===== config.mk =====
export PLATFORM = sky130hd
export DESIGN_NAME = shift_add_multiplier
export DESIGN_NICKNAME = d
export VERILOG_FILES = /design/src/rtl/mult_pkg.sv /design/src/rtl/nine_bit_adder.sv /design/src/rtl/shift_add_multiplier.sv
export SDC_FILE = /design/constraint.sdc
export NUM_CORES = 1
export LEC_CHECK = 0
export CAP_MARGIN = 10
export CORE_MARGIN = 4
export CORE_UTILIZATION = 30
export CTS_CLUSTER_SIZE = 16
export DETAILED_ROUTE_END_ITERATION = 7
export PLACE_DENSITY = 0.63
export SLEW_MARGIN = 20
export SYNTH_ARGS = -nofsm -noshare
export SYNTH_HDL_FRONTEND = slang
export SYNTH_SLANG_ARGS = --single-unit

===== constraint.sdc =====
create_clock -name Clk -period 2.5 [get_ports Clk]
set_input_delay 0.375 -clock Clk [delete_from_list [all_inputs] [get_ports Clk]]
set_output_delay 0.375 -clock Clk [all_outputs]
set_load 0.01 [all_outputs]

===== src/rtl/mult_pkg.sv =====
// Shared types and sizing constants for the sequential add-shift multiplier.
package mult_pkg;

    // Operand width; the nine-bit adder fixes this at 8.
    localparam int MULT_WIDTH = 8;

    // One add/shift iteration per multiplier bit.
    localparam int MULT_ITERS = 8;

    // Control FSM states.
    typedef enum logic [1:0] {
        IDLE  = 2'd0,
        ADD   = 2'd1,
        SHIFT = 2'd2,
        DONE  = 2'd3
    } state_t;

endpackage : mult_pkg


===== src/rtl/nine_bit_adder.sv =====
// Nine-bit signed adder: sign-extends two 8-bit operands and adds a carry-in.
// The extra bit keeps the true sign of the sum, which feeds the X register.
module nine_bit_adder
    import mult_pkg::*;
(
    input  logic [MULT_WIDTH-1:0] a,
    input  logic [MULT_WIDTH-1:0] b,
    input  logic                  cin,
    output logic [MULT_WIDTH:0]   sum
);

    logic signed [MULT_WIDTH:0] a_ext;
    logic signed [MULT_WIDTH:0] b_ext;
    logic        [MULT_WIDTH:0] cin_ext;

    // Sign-extend both operands so the ninth bit is the real sign of the sum.
    always_comb begin
        a_ext   = {a[MULT_WIDTH-1], a};
        b_ext   = {b[MULT_WIDTH-1], b};
        cin_ext = {{MULT_WIDTH{1'b0}}, cin};
        sum     = a_ext + b_ext + cin_ext;
    end

endmodule : nine_bit_adder


===== src/rtl/shift_add_multiplier.sv =====
// Sequential 8x8 two's-complement multiplier using add-shift.
// The product ends up in A:B (A = high byte), X holds the sign extension.
// The multiplicand is taken from S on every iteration; the multiplier is
// loaded into B beforehand and is consumed one bit per iteration from B[0].
module shift_add_multiplier
    import mult_pkg::*;
#(
    parameter int WIDTH      = MULT_WIDTH,
    parameter int ITERATIONS = MULT_ITERS
) (
    input  logic             Clk,
    input  logic             Reset_n,
    input  logic             Run,
    input  logic             ClearA_LoadB,
    input  logic [WIDTH-1:0] S,
    output logic [WIDTH-1:0] Aval,
    output logic [WIDTH-1:0] Bval,
    output logic             X,
    output logic             Busy,
    output logic             Done
);

    // Only the 8-bit, 8-iteration configuration matches the fixed adder.
    if (WIDTH != MULT_WIDTH || ITERATIONS != WIDTH) begin : g_bad_param
        $error("shift_add_multiplier: WIDTH must be 8 and ITERATIONS must equal WIDTH");
    end

    // Counter value of the final (sign-bit) iteration.
    localparam logic [2:0] LAST_K = 3'(ITERATIONS - 1);

    state_t           state;
    logic [WIDTH-1:0] a_reg;
    logic [WIDTH-1:0] b_reg;
    logic             x_reg;
    logic [2:0]       k;
    logic             busy_reg;
    logic             done_reg;

    logic [WIDTH-1:0] add_b;
    logic             add_cin;
    logic [WIDTH:0]   sum9;

    // The multiplier's MSB carries negative weight, so the last iteration
    // subtracts S (A + ~S + 1) instead of adding it.
    always_comb begin
        add_b   = S;
        add_cin = 1'b0;
        if (k == LAST_K) begin
            add_b   = ~S;
            add_cin = 1'b1;
        end
    end

    nine_bit_adder u_adder (
        .a   (a_reg),
        .b   (add_b),
        .cin (add_cin),
        .sum (sum9)
    );

    // Control FSM plus the X:A:B datapath registers, with registered status flags.
    always_ff @(posedge Clk or negedge Reset_n) begin
        if (!Reset_n) begin
            state    <= IDLE;
            a_reg    <= '0;
            b_reg    <= '0;
            x_reg    <= 1'b0;
            k        <= '0;
            busy_reg <= 1'b0;
            done_reg <= 1'b0;
        end else begin
            case (state)
                IDLE: begin
                    // Run wins over a simultaneous load so B keeps the multiplier.
                    if (Run) begin
                        a_reg    <= '0;
                        x_reg    <= 1'b0;
                        k        <= '0;
                        state    <= ADD;
                        busy_reg <= 1'b1;
                    end else if (ClearA_LoadB) begin
                        a_reg <= '0;
                        x_reg <= 1'b0;
                        b_reg <= S;
                    end
                end

                ADD: begin
                    if (b_reg[0]) begin
                        x_reg <= sum9[WIDTH];
                        a_reg <= sum9[WIDTH-1:0];
                    end
                    state <= SHIFT;
                end

                SHIFT: begin
                    // Arithmetic right shift of X:A:B; X replicates the sign.
                    a_reg <= {x_reg, a_reg[WIDTH-1:1]};
                    b_reg <= {a_reg[0], b_reg[WIDTH-1:1]};
                    if (k == LAST_K) begin
                        state    <= DONE;
                        busy_reg <= 1'b0;
                        done_reg <= 1'b1;
                    end else begin
                        k     <= k + 3'd1;
                        state <= ADD;
                    end
                end

                DONE: begin
                    // Hold the product; a still-asserted Run must not restart.
                    if (!Run) begin
                        state    <= IDLE;
                        done_reg <= 1'b0;
                    end
                end

                default: begin
                    state    <= IDLE;
                    busy_reg <= 1'b0;
                    done_reg <= 1'b0;
                end
            endcase
        end
    end

    assign Aval = a_reg;
    assign Bval = b_reg;
    assign X    = x_reg;
    assign Busy = busy_reg;
    assign Done = done_reg;

endmodule : shift_add_multiplier


==> impl.org, run 1 <==
** Run
- Maxcap violations :: 0

** Power and ir drop
- Static leakage :: 0.951 nW
- Power spread over the standard cell area amounts to 1210 nW/um^2.
- Max IR drop VDD :: 0.491 mV

** Global routing
- Entering global routing, the biggest net connects 25 pins.
- Global routing used 12.2% of the available tracks across all layers.
- The number of antenna violations at the first check in global routing is 0.
- After global routing the overflow that remains totals 0.
- Global-route wire length before repair :: 7.16 mm
- Number of global-route vias before repair :: 1542

** Layout
- Leading cell type in the layout, fill and taps excluded :: clkdlybuf4s50_1
- Area of all sequential standard cells :: 601 sq um
- After filler insertion, the fill cell instance count of the layout stands at 577.
- Ant diodes :: 0
- Area of all placed cells without fillers :: 2210 sq um
- Final Util :: 39.9%
- Area used by multi-input combinational logic :: 1040 sq um
- The post-route netlist has 7.86% of its cells at a drive strength greater than 1.
- Relative to the synthesized area, the layout overhead comes to 28.6%.
- The library cells used most frequently in the layout, excluding fill and tap cells, are 30 x clkdlybuf4s50_1, 29 x nand2_1, 24 x dfrtp_1, 24 x o21ai_0, 13 x ha_1.
- Nets :: 257
- Post-layout instance count excluding filler cells :: 301

** Timing
- Share of the cycle needed by the critical path after routing :: 94.1%
- Final total negative setup slack :: 0 ns
- The final-report max-slew violation count came to 0.
- Worst Slack Setup Final :: 0.148 ns
- On the final layout, the worst clock skew is 0.00411 ns.
- Max Clk Rate :: 0.425 GHz
- Setup-violating endpoint count in the final report :: 0
- Period minus WS final :: 2.35 ns
- Worst Max-Slew Pin Slew :: 0.367 ns
- Rel. slew slack :: 75.3%
- Setup repair after global routing left no endpoint under its margin.
- The total count of hold-check failures in the final report was 0.

** Clocking
- Root Driver :: clkbuf_8
- Counting every sink on the clock net gives 24.
- For the worst-skew pair, the clock arrives at the later sink with an insertion delay of 0.27 ns.
- After clock tree synthesis, the clock-pin slew on the worst setup and hold paths is 0.10 ns.
- Number of setup buffers added after CTS :: 0
- Post-CTS resize count :: 0
- Clock tree from TritonCTS :: yes
- The clock passes through at most 2 buffers.
- # H-tree levels :: 1
- Buffers inserted to repair hold after CTS numbered 0.
- In this run, CTS created clock tree buffers numbering 3.

** Setup path
- CP arrival :: 2.57 ns
- Top fanout value on the critical path :: 6
- Launch point of the worst path :: k[0]
- Required time of the critical path :: 2.72 ns
- Depth of the worst register-to-register path :: 9
- The critical path in this run is classified as flip-flop to flip-flop.
- Setup crit end kind :: flip-flop
- The worst register-to-register path begins at k[0].
- STA classifies the critical path startpoint as a flip-flop.

** Place
- The placed instances occupy a cell area of 2130 sq um.
- Port Buffers :: 30
- Worst-case setup slack after placement :: 0.0550 ns
- Detailed placement finished with a half-perimeter wire length of 3.14 mm.
- Routability-driven placement finished with a final weighted congestion of 0.910.
- Total placed cells including tap cells :: 297

** Yosys
- After synthesis, flip-flops and latches occupy 35.0% of the total area.
- Synthesis produced a netlist with a net count of 223.
- Yosys mapped the design onto 37 distinct sky130hd cell types.
- Mean cell area of the mapped netlist :: 8.76 sq um
- Gate count of the mapped netlist :: 196
- Cell Area, Synth :: 1720 sq um
- Synthesis inferred 24 register bits.
- Syn. warnings :: 0

** Floorplanning
- Once the floorplan was initialized, standard cells occupied 31.0% of the core.
- The core region is 5540 sq um.
- The floorplan step set the die width to 83.7 um.
- Number of placement rows :: 27
- Die Footprint :: 7000 sq um
- Number of top-level pins :: 31
- Die H :: 83.7 um

** Drt
- Average wire per cell in the routed design :: 13.7 um
- In the routed design, unresolved DRC markers number 0.
- Per-cell via count in the routed design :: 5.09
- The routed design has 4.13 mm of wire.
- The count of nets left with antenna violations once routing finished came out at 0.
- The detailed router finished its first iteration with 84 violations.
- Drt pass-1 iters :: 4
- Vias :: 1531

** Min path
- In this run the worst hold path is classified as input port to async pin.

** Outcome
- Status :: finished clean
-- stage by stage --
step | hold slack, ns | power (mW)
2_1_floorplan | 0.0794 | 1.74
3_3_place_gp | 0.495 | 2.31
3_5_place_dp | 0.498 | 2.33
4_1_cts | 0.476 | 2.70
5_1_grt | 0.471 | 2.93
6_report | 0.454 | 2.67
-- metal layers --
| layer | wire (um) | GRT usage (%) | vias up | share of wire, % |
|---|---|---|---|---|
| met1 | 2070 | 16.4 | 723 | 50 |
| met2 | 1850 | 19.6 | 35 | 45 |
| met4 | 55 | 4.39 | 0 | 1.3 |
| met3 | 154 | 2.17 | 6 | 3.7 |
| met5 | 0 | 0 | - | 0 |
| li1 | - | - | 767 | - |
-- worst paths after layout --
check,slack (ns),endpoint
setup / recovery,0.15,Aval[5]
setup reg to reg,0.15,Aval[5]
hold reg to reg,0.51,Bval[4]
hold / removal,0.45,Bval[4]
min in group Clk,0.51,Bval[4]
max in group asynchronous,1.79,Aval[6]
-- power breakdown --
group / internal (mW) / switching, mW / leakage (nW)
clock: 0.214 / 0.138 / 0.0357
sequential: 0.557 / 0.172 / 0.304
combinational: 0.750 / 0.843 / 0.611
total: 1.52 / 1.15 / 0.951
-- final cells by class --
type | instances | area share, %
Clock buffer | 3 | 1.87
Clock inverter | 1 | 1.36
Inverter | 8 | 1.36
Multi-Input combinational cell | 154 | 47.3
Sequential cell | 24 | 27.2
Tap cell | 72 | 4.08
Timing Repair Buffer | 39 | 16.8
-- cells by family (layout without fill, tap and decap cells) --
| group | after synthesis | in the layout | synth area share (%) |
|---|---|---|---|
| buffers and inverters | 18 | 51 | 4.37 |
| xor gates and xnor gates | 11 | 11 | 5.61 |
| and+or+nand+nor | 64 | 64 | 18.1 |
| DFF | 24 | 24 | 35.0 |
| adders and majority gates | 15 | 15 | 11.4 |
| AOI/OAI and AO/OA | 53 | 53 | 19.0 |
| muxes | 11 | 11 | 6.63 |
-- sequential cells by signal, indices dropped and copies added, names as in the netlist --
register and flops:
X 1, Aval 8, Done 1, k 3, Busy 1, Bval 8
state 2
-- cell usage after synthesis (all sizes together) --
master	n	area, sq um
nand2	29	109
dfrtp	24	601
o21ai	24	120
ha	14	175
mux2i	11	114
a21oi	9	45.0
xor2	9	78.8
inv	8	30.0
nor2	8	30.0
nor3	7	40.0
buf	6	30.0
nand3	6	30.0
o211ai	5	37.5
clkbuf	4	15.0
a22o	3	26.3
nand4	3	18.8
nor2b	3	18.8
a32o	2	20.0
nor3b	2	25.0
o21a	2	15.0
or3	2	12.5
xnor2	2	17.5
a211oi	1	7.51
a21o	1	7.51
a22oi	1	7.51
a2bb2oi	1	8.76
a31oi	1	6.26
a32oi	1	8.76
and2	1	6.26
and3	1	6.26
fa	1	20.0
nand2b	1	6.26
o311ai	1	8.76
o31ai	1	7.51
or2b	1	7.51
-- worst max-delay path, cell delays in order, from the launching register on --
cell	delay, ns
dfrtp_1	0.40
ha_1	0.20
ha_2	0.23
xor2_1	0.18
ha_1	0.32
a21oi_1	0.23
o211ai_1	0.15
and3_1	0.19
o311ai_1	0.23
o21a_1	0.16
(Power assumes the default switching activity.)
==> run 2, diff against run 1 <==
--- a/config.mk
+++ b/config.mk
@@ -10,7 +10,7 @@
 export CORE_UTILIZATION = 30
 export CTS_CLUSTER_SIZE = 16
 export DETAILED_ROUTE_END_ITERATION = 7
-export PLACE_DENSITY = 0.63
+export PLACE_DENSITY = 0.62
 export SLEW_MARGIN = 20
 export SYNTH_ARGS = -nofsm -noshare
 export SYNTH_HDL_FRONTEND = slang
==> constraint.sdc (replaced) <==
create_clock -name Clk -period 2.2 [get_ports Clk]
set_input_delay 0.33 -clock Clk [delete_from_list [all_inputs] [get_ports Clk]]
set_output_delay 0.33 -clock Clk [all_outputs]
set_load 0.01 [all_outputs]
==> run 2 against run 1 <==
Compared with the run above:
- the run now ends with negative setup slack left
- total power rose by 14%
- routed wire length is 2.5% higher
- combinational power up 23%
- via count rose by 1.8%
- first-iteration DRC count increased by 11%
- die area is the same
- setup slack lost 0.18 ns
- cell area is 5.0% higher
- sequential cell count is the same
- critical path depth unchanged
- sequential share of layout area down 1.3 points
- sequential power up 13%
- critical path type unchanged
- largest cell class unchanged
==> impl.org, run 2 (synthesis gave the netlist of run 1 again) <==
** Timing
- The worst slew margin relative to its limit is 59.5% (was 75.3%).
- Post-Route Skew :: 0.00579 ns (was 0.00411 ns)
- The worst path setup slack after routing is -0.0278 ns (was 0.148 ns).
- The final-report max-slew violation count came to 0 (unchanged).
- Worst Max-Slew Pin Slew :: 0.607 ns (was 0.367 ns)
- The count of final setup violators was 2 (was 0).
- The worst hold slack after final layout was 0.415 ns (was 0.454 ns).
- Period minus WS final :: 2.23 ns (was 2.35 ns)
- The part of the cycle the worst path needs came to 101% (was 94.1%).
- Setup repair after global routing missed its margin: true (was false).
- The highest clock frequency the design can meet is 0.449 GHz (was 0.425 GHz).
- Hold Vio Cnt, Final :: 0 (unchanged)

** Floorplanning
- The chip height is 83.7 um (unchanged).
- The area of the core is 5540 sq um (unchanged).
- Die Footprint :: 7000 sq um (unchanged)
- Initial standard-cell utilization of the core :: 31.0% (unchanged)
- The number of placed I/O pins was 31 (unchanged).
- The horizontal die dimension came to 83.7 um (unchanged).
- The site row count came to 27 (unchanged).

** Place
- The worst slack at placement came to -0.0853 ns (was 0.0550 ns).
- Routability congestion estimate :: 0.898 (was 0.910)
- The detailed placer's ending HPWL is 3.12 mm (was 3.14 mm).
- The number of port buffers is 30 (unchanged).

** Clocking
- The insertion delay to the later sink of the worst-skew pair was 0.27 ns (about the same).
- Cts hold-fix bufs :: 0 (unchanged)
- # H-tree levels :: 1 (unchanged)
- The maximum buffer depth of the clock tree came to 2 (unchanged).
- # clock sinks :: 24 (unchanged)
- The clock transition at the register clock pins on the worst setup and hold paths after CTS came to 0.09 ns (was 0.10 ns).
- The clock tree from TritonCTS was yes (unchanged).
- Number of buffers added by the clock tree synthesis step :: 3 (unchanged)
- Root Driver :: clkbuf_8 (unchanged)

** Power and ir drop
- Max IR drop VDD :: 0.612 mV (was 0.491 mV)
- Tot Pwr :: 3.05 mW (was 2.67 mW)
- Int Power :: 1.71 mW (was 1.52 mW)
- The total net switching power came to 1.34 mW (was 1.15 mW).
- Total power density per cell area :: 1320 nW/um^2 (was 1210 nW/um^2)
- Combinational fraction of design power :: 64.1% (was 59.6%)
- The fraction of power spent switching nets came to 44.1% (was 43.1%).
- Static leakage :: 0.999 nW (was 0.951 nW)
- The part of the power in the clock network came to 8.8% (was 13.2%).
- The register share of total power was 27.0% (was 27.2%).

** Setup path
- The endpoint required time on the critical path was 2.42 ns (was 2.72 ns).
- Setup crit end kind :: flip-flop (unchanged)
- The arrival time of the worst setup path was 2.45 ns (was 2.57 ns).
- Critical path startpoint category :: flip-flop (unchanged)
- The type of the worst setup path is flip-flop to flip-flop (unchanged).
- The worst-path maximum fanout came to 6 (unchanged).

** Drt
- The aggregate routed wire length was 4.23 mm (was 4.13 mm).
- The per-cell via count in the routed design was 5.00 (was 5.09).
- The post-detailed-route DRC marker count came to 0 (unchanged).
- Vias :: 1559 (was 1531)
- The mean routed wirelength per cell is 13.6 um (was 13.7 um).
- Routed Antenna Nets :: 0 (unchanged)
- The number of violations reported at the end of detailed-routing iteration 0 came to 93 (was 84).
- The count of TritonRoute iterations in the first routing pass is 4 (unchanged).

** Layout
- The signed area change from the synthesized netlist to the final layout was 35.0% (was 28.6%).
- The proportion of layout cells with a drive suffix above 1 is 15.4% (was 7.86%).
- The share of the core filled with cells in the final layout was 41.9% (was 39.9%).
- The number of nets in the layout was 269 (was 257).
- The antenna diode count was 0 (unchanged).
- Most used cells in the layout excluding fill and tap cells: 30 x clkdlybuf4s50_1, 29 x nand2_1, 24 x dfrtp_1 (was 30 x clkdlybuf4s50_1, 29 x nand2_1, 24 x dfrtp_1, 24 x o21ai_0, 13 x ha_1).
- Leading cell type in the layout, fill and taps excluded :: clkdlybuf4s50_1 (unchanged)

** Global routing
- Overall track demand over capacity in global routing :: 12.8% (was 12.2%)
- The number of antenna violations at the first check in global routing was 0 (unchanged).
- Global-route congestion overflow total :: 0 (unchanged)
- The number of global-route vias before repair was 1566 (was 1542).
- Global-route wire length before repair :: 7.42 mm (was 7.16 mm)
- Pin count of the biggest net entering global routing :: 25 (unchanged)

** Run
- Maxcap violations :: 0 (unchanged)

** Outcome
- The checks that failed: negative setup slack.
- Status: finished, violations left (was finished clean).

** Min path
- The worst hold path class is input port to async pin (unchanged).
-- run 2: cell types whose count changed in the layout (fill, tap and decap cells not counted), moves of 2 or more --
cell and delta:
a21oi_1 -2, a21oi_2 +2, buf_4 +12, o21ai_0 -4, o21ai_1 +3
-- run 2: power groups by stage --
| stage | Clock [mW] | Combinational, mW | Sequential, mW |
|---|---|---|---|
| 6_report | 0.269 | 1.96 | 0.825 |
| 4_1_cts | 0.283 | 1.94 | 0.826 |
| 5_1_grt | 0.297 | 2.19 | 0.865 |
| 2_1_floorplan | 0 | 1.13 | 0.862 |
| 3_3_place_gp | 0 | 1.87 | 0.829 |
| 3_5_place_dp | 0 | 1.89 | 0.830 |
-- run 2: what timing repair did --
item	4_1_cts	5_1_grt
setup endpoints to repair	6	8
endpoints found under the hold margin	0	0
pin swaps	0	0
gates resized for setup	3	7
buffers inserted	2	1
-- run 2: worst max-delay path: stages (launching register included) --
cell and delay, ns:
dfrtp_1 0.39, ha_2 0.20, ha_4 0.20, xor2_1 0.17, ha_1 0.33, a21oi_2 0.20
o211ai_1 0.13, and3_1 0.18, o311ai_1 0.22, o21a_1 0.16
-- run 2: layer usage --
metal  vias to the layer above  routed length, um  global-route usage [%]
met2                        32               1870                    18.6
met3                         7                141                    2.17
met1                       735               2170                    18.9
met5                         -                  0                       0
met4                         0                 59                    4.39
li1                        785                  -                       -
-- run 2: metrics by stage --
step / setup TNS [ns] / cells / area [sq um]
2_1_floorplan: -0.374 / 196 / 1750
3_3_place_gp: -0.218 / 306 / 2210
3_5_place_dp: -0.277 / 306 / 2210
4_1_cts: -0.0343 / 311 / 2290
5_1_grt: -0.622 / 312 / 2320
6_report: -0.0294 / 312 / 2320
-- run 2: worst paths after layout --
| path | from | endpoint | slack (ns) | cells after the start |
|---|---|---|---|---|
| setup / recovery | k[1] | Aval[5] | -0.03 | 9 |
| hold / removal | Reset_n | Aval[3] | 0.42 | 2 |
| setup reg to reg | k[1] | Aval[5] | -0.03 | 9 |
| hold reg to reg | Bval[4] | Bval[4] | 0.51 | 2 |
| max in group asynchronous | Reset_n | state[0] | 1.53 | 2 |
| min in group Clk | Bval[4] | Bval[4] | 0.51 | 2 |
-- run 2: final cells by class --
cell class,count,area [sq um]
Sequential cell,24,601
Clock buffer,3,41.3
Timing Repair Buffer,51,462
Tap cell,72,90.1
Multi-Input combinational cell,154,1100
Fill cell,573,3220
Inverter,8,30.0
